==> src/rtl/jtag_sched_pkg.sv <==
// Shared types and constants for the JTAG report scheduler: FSM state encoding,
// host command opcodes and a small modulo-increment helper.
package jtag_sched_pkg;

  typedef enum logic [2:0] {
    IDLE,
    POLL,
    GRANT,
    SEND,
    GAP
  } state_t;

  localparam logic [7:0] OP_RGB    = 8'h00;
  localparam logic [7:0] OP_FILTER = 8'h01;
  localparam logic [7:0] OP_KS     = 8'h02;
  localparam logic [7:0] OP_KSFILT = 8'h03;
  localparam logic [7:0] OP_BP     = 8'h04;
  localparam logic [7:0] OP_CHIRP  = 8'hFD;
  localparam logic [7:0] OP_REPORT = 8'hFE;
  localparam logic [7:0] OP_RESET  = 8'hFF;

  function automatic int wrap_inc(input int idx, input int n);
    return (idx + 1 >= n) ? 0 : idx + 1;
  endfunction

endpackage

==> src/rtl/rr_arbiter.sv <==
// Combinational round-robin picker: first set request at or after ptr,
// wrapping modulo N; returns one-hot grant, its index and a valid flag.
module rr_arbiter #(
  parameter int N  = 4,
  parameter int IW = (N > 1) ? $clog2(N) : 1
) (
  input  logic [N-1:0]  req,
  input  logic [IW-1:0] ptr,
  output logic [N-1:0]  grant,
  output logic [IW-1:0] idx,
  output logic          valid
);

  logic [IW:0]   sum;
  logic [IW-1:0] pos;

  // NOTE: every variable assigned in always_comb gets a default first, so no
  // path through the block can leave it holding a value (which infers a latch).
  always_comb begin
    grant = '0;
    idx   = '0;
    valid = 1'b0;
    sum   = '0;
    pos   = '0;
    // Scan offsets from farthest to nearest so the nearest requester wins.
    for (int i = N - 1; i >= 0; i--) begin
      sum = {1'b0, ptr} + (IW + 1)'(i);
      if (sum >= (IW + 1)'(N)) sum = sum - (IW + 1)'(N);
      pos = sum[IW-1:0];
      if (req[pos]) begin
        grant      = '0;
        grant[pos] = 1'b1;
        idx        = pos;
        valid      = 1'b1;
      end
    end
  end

endmodule

==> src/rtl/jtag_report_sched.sv <==
// Shares the debug_bridge_jtag handshake between host command polling and
// round-robin multi-word report streaming. Optional macro JTAG_SCHED_TIMEOUT_EN.
module jtag_report_sched
  import jtag_sched_pkg::*;
#(
  parameter int NUM_SRC = 4,
  parameter int LEN_W   = 4,
  parameter int TIMEOUT = 4096
) (
  input  logic                     clk,
  input  logic                     reset_n,
  input  logic [NUM_SRC-1:0]       src_req,
  input  logic [NUM_SRC*LEN_W-1:0] src_len,
  input  logic [NUM_SRC*32-1:0]    src_d,
  output logic [NUM_SRC-1:0]       src_grant,
  output logic [LEN_W-1:0]         word_idx,
  output logic                     src_done,
  output logic                     src_abort,
  output logic                     cmd_valid,
  output logic [7:0]               cmd_op,
  output logic [23:0]              cmd_arg,
  output logic                     bridge_req,
  output logic                     bridge_wr,
  output logic [31:0]              bridge_d,
  input  logic [31:0]              bridge_q,
  input  logic                     bridge_ack
);

  localparam int IW = (NUM_SRC > 1) ? $clog2(NUM_SRC) : 1;

  state_t             state;
  logic [IW-1:0]      rr_ptr;
  logic [IW-1:0]      sel_q;
  logic [LEN_W-1:0]   len_q;
  logic               mid;

  logic [NUM_SRC-1:0] arb_grant;
  logic [IW-1:0]      arb_idx;
  logic               arb_valid;
  logic [LEN_W-1:0]   arb_len;
  logic [31:0]        sel_d;

  rr_arbiter #(.N(NUM_SRC), .IW(IW)) u_arb (
    .req   (src_req),
    .ptr   (rr_ptr),
    .grant (arb_grant),
    .idx   (arb_idx),
    .valid (arb_valid)
  );

  always_comb begin
    arb_len = '0;
    sel_d   = '0;
    for (int i = 0; i < NUM_SRC; i++) begin
      if (arb_idx == IW'(i)) arb_len = src_len[i*LEN_W +: LEN_W];
      if (sel_q == IW'(i))   sel_d   = src_d[i*32 +: 32];
    end
  end

`ifdef JTAG_SCHED_TIMEOUT_EN
  localparam int            TW       = $clog2(TIMEOUT) + 1;
  localparam logic [TW-1:0] TMO_LOAD = TW'(TIMEOUT - 1);
  logic [TW-1:0] tmo_cnt;
  logic          abort_q;
  assign src_abort = abort_q;
`else
  assign src_abort = 1'b0;
`endif

  // NOTE: sequential state uses non-blocking assignments only, so every
  // register samples pre-edge values regardless of statement order.
  always_ff @(posedge clk) begin
    if (!reset_n) begin
      state      <= IDLE;
      rr_ptr     <= '0;
      sel_q      <= '0;
      len_q      <= '0;
      mid        <= 1'b0;
      src_grant  <= '0;
      word_idx   <= '0;
      src_done   <= 1'b0;
      cmd_valid  <= 1'b0;
      cmd_op     <= '0;
      cmd_arg    <= '0;
      bridge_req <= 1'b0;
      bridge_wr  <= 1'b0;
      // NOTE: data registers are reset too because every output must read 0
      // after reset; there is no RAM here, so this costs only plain flops.
      bridge_d   <= '0;
`ifdef JTAG_SCHED_TIMEOUT_EN
      tmo_cnt    <= '0;
      abort_q    <= 1'b0;
`endif
    end else begin
      src_done  <= 1'b0;
      cmd_valid <= 1'b0;
`ifdef JTAG_SCHED_TIMEOUT_EN
      abort_q   <= 1'b0;
`endif
      case (state)
        IDLE: begin
          if (|src_req) begin
            bridge_wr <= 1'b1;
            state     <= GRANT;
          end else begin
            bridge_wr  <= 1'b0;
            bridge_req <= 1'b1;
            state      <= POLL;
          end
        end

        POLL: begin
          // An ack beats a simultaneous src_req so a host command is never lost.
          if (bridge_ack) begin
            cmd_op     <= bridge_q[31:24];
            cmd_arg    <= bridge_q[23:0];
            cmd_valid  <= 1'b1;
            bridge_req <= 1'b0;
            state      <= GAP;
          end else if (|src_req) begin
            bridge_req <= 1'b0;
            state      <= GAP;
          end
        end

        GRANT: begin
          if (arb_valid) begin
            src_grant <= arb_grant;
            sel_q     <= arb_idx;
            len_q     <= arb_len;
            word_idx  <= '0;
            if (arb_len == '0) begin
              src_done <= 1'b1;
              rr_ptr   <= IW'(wrap_inc(int'(arb_idx), NUM_SRC));
              mid      <= 1'b0;
              state    <= GAP;
            end else begin
              mid   <= 1'b1;
              state <= SEND;
`ifdef JTAG_SCHED_TIMEOUT_EN
              tmo_cnt <= TMO_LOAD;
`endif
            end
          end else begin
            state <= IDLE;
          end
        end

        SEND: begin
          // First SEND cycle captures the word; req rises only once it is stable.
          if (bridge_req && bridge_ack) begin
            bridge_req <= 1'b0;
            state      <= GAP;
            if (word_idx == len_q - LEN_W'(1)) begin
              src_done <= 1'b1;
              rr_ptr   <= IW'(wrap_inc(int'(sel_q), NUM_SRC));
              mid      <= 1'b0;
            end else begin
              word_idx <= word_idx + LEN_W'(1);
            end
          end
`ifdef JTAG_SCHED_TIMEOUT_EN
          else if (tmo_cnt == '0) begin
            bridge_req <= 1'b0;
            abort_q    <= 1'b1;
            rr_ptr     <= IW'(wrap_inc(int'(sel_q), NUM_SRC));
            mid        <= 1'b0;
            state      <= GAP;
          end
`endif
          else begin
            if (!bridge_req) begin
              bridge_d   <= sel_d;
              bridge_req <= 1'b1;
            end
`ifdef JTAG_SCHED_TIMEOUT_EN
            tmo_cnt <= tmo_cnt - TW'(1);
`endif
          end
        end

        GAP: begin
          // The grant stays visible during the done/abort pulse cycle.
          if (mid) begin
            state <= SEND;
`ifdef JTAG_SCHED_TIMEOUT_EN
            tmo_cnt <= TMO_LOAD;
`endif
          end else begin
            src_grant <= '0;
            state     <= IDLE;
          end
        end

        default: state <= IDLE;
      endcase
    end
  end

endmodule
==> config.mk <==
export PLATFORM = sky130hd
export DESIGN_NAME = jtag_report_sched
export DESIGN_NICKNAME = d
export VERILOG_FILES = /design/src/rtl/jtag_sched_pkg.sv /design/src/rtl/rr_arbiter.sv /design/src/rtl/jtag_report_sched.sv
export SDC_FILE = /design/constraint.sdc
export NUM_CORES = 1
export LEC_CHECK = 0
export CORE_MARGIN = 2
export CORE_UTILIZATION = 36
export CTS_BUF_LIST = sky130_fd_sc_hd__clkbuf_2
export CTS_CLUSTER_DIAMETER = 100
export DETAILED_ROUTE_END_ITERATION = 16
export GPL_TIMING_DRIVEN = 0
export PLACE_DENSITY = 0.77
export SETUP_SLACK_MARGIN = 0.4
export SLEW_MARGIN = 40
export SYNTH_ARGS = -nofsm -noshare
export SYNTH_HDL_FRONTEND = slang
export SYNTH_SLANG_ARGS = --single-unit
==> constraint.sdc <==
create_clock -name clk -period 3.2 [get_ports clk]
set_clock_uncertainty 0.1 [all_clocks]
set_input_delay 0.32 -clock clk [delete_from_list [all_inputs] [get_ports clk]]
set_output_delay 0.32 -clock clk [all_outputs]
set_load 0.03 [all_outputs]
==> impl_metrics.py <==
metrics = {
    "timing": {
        "timing_worst_slew_pin_value_ns": 0.759,
        "rsz_0062_raised_after_global_routing": "true",
        "setup_viol": 6,
        "report.final.hold_viol_count": 0,
        "achievable_freq_mhz": 295,
        "timing.final.max_slew_violations": 0,
        "final_period_minus_worst_setup_slack_ns": 3.39,
        "max_slew_margin": 0.489,
        "fin_crit_sh": 1.06,
        "timing.final.ws_setup_ns": -0.185,
    },
    "yosys": {
        "ys.flop_type": "dfxtp_1",
        "postSynth.asyncResetShare": 0,
        "synth.net_count": 824,
        "netlist-cell-type-count": 62,
        "synthesis.area_um2": 4920,
        "seq_area_frac_synth": 0.358,
        "synth-seq-cells": 88,
        "synth_edf_count": 0,
        "syn_avg_cell_area_um2": 7.88,
        "number_of_warning_messages_in_the_yosys_log": 0,
        "synth_cells": 624,
    },
    "global_routing": {
        "number_of_antenna_violations_at_the_first_check_in_global_routing": 0,
        "grt_util_all_layers": 0.242,
        "grt_pass1_wl_um": 28200,
        "number_of_global_route_vias_before_repair": 5527,
        "global_route.overflow_total": 0,
        "pin_count_of_the_biggest_net_entering_global_routing": 19,
    },
    "power": {
        "max-vdd-ir-drop_mv": 0.310,
        "power_density_nw_per_um2": 742,
        "leakage_power_figure_nw": 2.84,
    },
    "routing": {
        "drc_errors": 0,
        "wire_per_inst_um": 16.6,
        "average_via_count_per_standard_cell": 5.33,
        "dr.pass1.iters": 5,
        "dr_total_vias": 5796,
        "detail_route.wirelength_um": 18000,
        "drtIter0Drc": 304,
        "antenna_left": 0,
    },
    "floorplan": {
        "core_area_um2": 13300,
        "starting_density_of_the_core": 0.370,
        "floorplan.io_pins": 260,
        "floorplan.die_area_um2": 14600,
        "die_width_um": 121,
        "row_count": 42,
        "die-height_um": 121,
    },
    "setup_path": {
        "path_cells": "buf_8, clkinvlp_4, ha_4, mux4_2, nor2b_4, o21ai_1, nand2_1, nand2_2, inv_4, buf_12, ha_4, and3b_1, a21oi_2, o22a_1, a31oi_4, nor2_2, a311oi_2",
        "r2r_setup_slack_ns": -0.19,
        "r2r.worst_path.cells": 17,
        "cp_data_required_time_ns": 3.62,
        "worst_path_largest_cell_delay_ns": 0.43,
        "worstSetupEndpointType": "flop",
        "critical_path.reg2reg.endpoint": "rr_ptr[1]",
        "critical_path_class": "reg2reg",
        "critical-path-top-cell-by-count": "ha_4",
        "worst-endpoint-arrival_ns": 3.81,
        "path_max_fanout": 8,
        "worstSetupStartpointType": "flop",
        "r2r-start": "rr_ptr[0]",
        "slowest_stage": "dfxtp_4",
    },
    "job": {
        "max-cap-violations": 0,
    },
    "worst_hold_path": {
        "worst_hold_path.num_cells": 3,
        "hold_path_end": "cmd_arg[12]",
        "worstHoldPathType": "in2reg",
        "origin_of_the_worst_min_delay_path": "bridge_q[12]",
    },
    "finish": {
        "layout_commonest_cell": "clkdlybuf4s50_1",
        "final-instance-count-excl-fill": 1087,
        "postLayoutCellArea_um2": 8160,
        "final_layout_size_suffix_gt1_frac": 0.0933,
        "most-common-layout-cells": "clkdlybuf4s50_1 (257), dfxtp_1 (86), nand2_1 (82), a21oi_1 (77), nor2_1 (49)",
        "antenna-diode-count": 0,
        "layout_stage_area_growth_over_the_synthesis_result_pct": 65.9,
        "finalNetCount": 1106,
        "utilization": 0.614,
    },
    "cts": {
        "tritoncts": "built",
        "cts_made_buffers": 9,
        "tritoncts_num_sinks": 88,
        "ctsLongestPathBuffers": 2,
        "clock_latency_ns": 0.59,
        "cts.htree.levels": 3,
        "root_buffer": "clkbuf_2",
        "clk_pin_slew_worst_paths_ns": 0.30,
    },
    "place": {
        "dpl.hpwl_um": 13700,
        "pre_cts_ws_ns": -0.575,
        "routability_congestion": 0.890,
        "dp.cells": 1057,
        "placedInstanceArea_um2": 7810,
        "port_buffers": 257,
    },
    "status": {
        "violations": "setup timing",
        "outcome": "complete, but fails checks",
    },
}
power breakdown:
part / switching, mW / internal (mW)
logic: 2.17 / 1.82
registers: 0.156 / 1.31
clock network: 0.469 / 0.130
total: 2.79 / 3.26
timing repair:
item | CTS | global route
hold endpoints to repair | 3 | 0
hold buffers | 1 | 0
pin swaps | 11 | 11
buffers inserted | 11 | 2
setup endpoints to repair | 11 | 11
gates resized for setup | 20 | 7
flip-flops by register name, indices dropped and copies added (netlist names):
register    cells
bridge_d       32
cmd_arg        24
cmd_op          8
len_q           4
src_grant       4
word_idx        4
state           3
rr_ptr          2
sel_q           2
bridge_req      1
bridge_wr       1
cmd_valid       1
mid             1
src_done        1
worst max-delay path, delay by kind of cell (launching register included):
family,cells,cell delay (ns)
AO/OA/AOI/OAI,5,0.95
flip-flops,1,0.43
AND/OR/NAND/NOR,5,0.65
buffers and inverters,4,0.40
adder cells (fa/ha/maj),2,0.47
multiplexers,1,0.31
cell usage after synthesis, types with 3 or more instances:
master / n / share of area
mux4_2: 3 / 0.014
dfxtp_1: 88 / 0.36
ha_1: 17 / 0.043
a221oi_1: 34 / 0.061
mux2i_1: 3 / 0.0061
nor3_1: 40 / 0.041
nand2_1: 83 / 0.063
nor2_1: 50 / 0.038
nor2b_1: 34 / 0.043
inv_1: 17 / 0.013
xnor2_1: 7 / 0.012
o21a_1: 4 / 0.0061
a21oi_1: 81 / 0.082
o22ai_1: 3 / 0.0038
buf_2: 7 / 0.0071
o21ai_0: 7 / 0.0071
a2111oi_1: 4 / 0.0081
clkbuf_1: 40 / 0.031
and3b_1: 3 / 0.0053
nand3_1: 5 / 0.0051
a211oi_1: 38 / 0.058
nand2b_1: 5 / 0.0064
layout make-up:
class,count,area [um2]
buffer,51,233
clock buffer,9,45.0
clock inverter,7,67.6
fill,1236,5130
inverter,18,77.6
multi-input combinational,467,3060
sequential,88,1770
tap,176,220
timing repair buffer,271,2690
routing by layer:
metal | part of all wire | track usage | wire (um)
met1 | 0.41 | 0.294 | 7400
met2 | 0.48 | 0.409 | 8680
met3 | 0.084 | 0.0634 | 1510
met4 | 0.023 | 0.0930 | 421
met5 | 0 | 0 | 0
worst max path at each step:
stage	startpoint	end	slack, ns	cells past startpoint
after floorplan	rr_ptr[0]	state[0]	0.04	17
after global placement	src_req[1]	rr_ptr[1]	-0.57	14
after detailed placement	src_req[1]	rr_ptr[1]	-0.57	14
after CTS	rr_ptr[0]	state[1]	-0.1	17
after global routing	rr_ptr[0]	rr_ptr[1]	-0.36	17
final	rr_ptr[0]	rr_ptr[1]	-0.19	17
kinds of logic after synthesis:
kind of cell / share of synthesized area
xor+xnor: 0.0125
simple gates: 0.234
flops: 0.358
other cells: 0.000762
mux: 0.0267
buf+inv: 0.0570
fa+ha+maj: 0.0432
compound gates: 0.268
stage by stage:
stage                     hold slack [ns]  TNS, ns  power (mW)
after global routing               0.0311    -1.89        6.50
after global placement              0.337    -3.47        4.95
after detailed placement            0.347    -3.73        4.99
after floorplan                     0.356        0        3.92
after CTS                          0.0302   -0.292        5.96
final                               0.104   -0.654        6.05
Note: power is estimated with default switching activity, not from simulation.
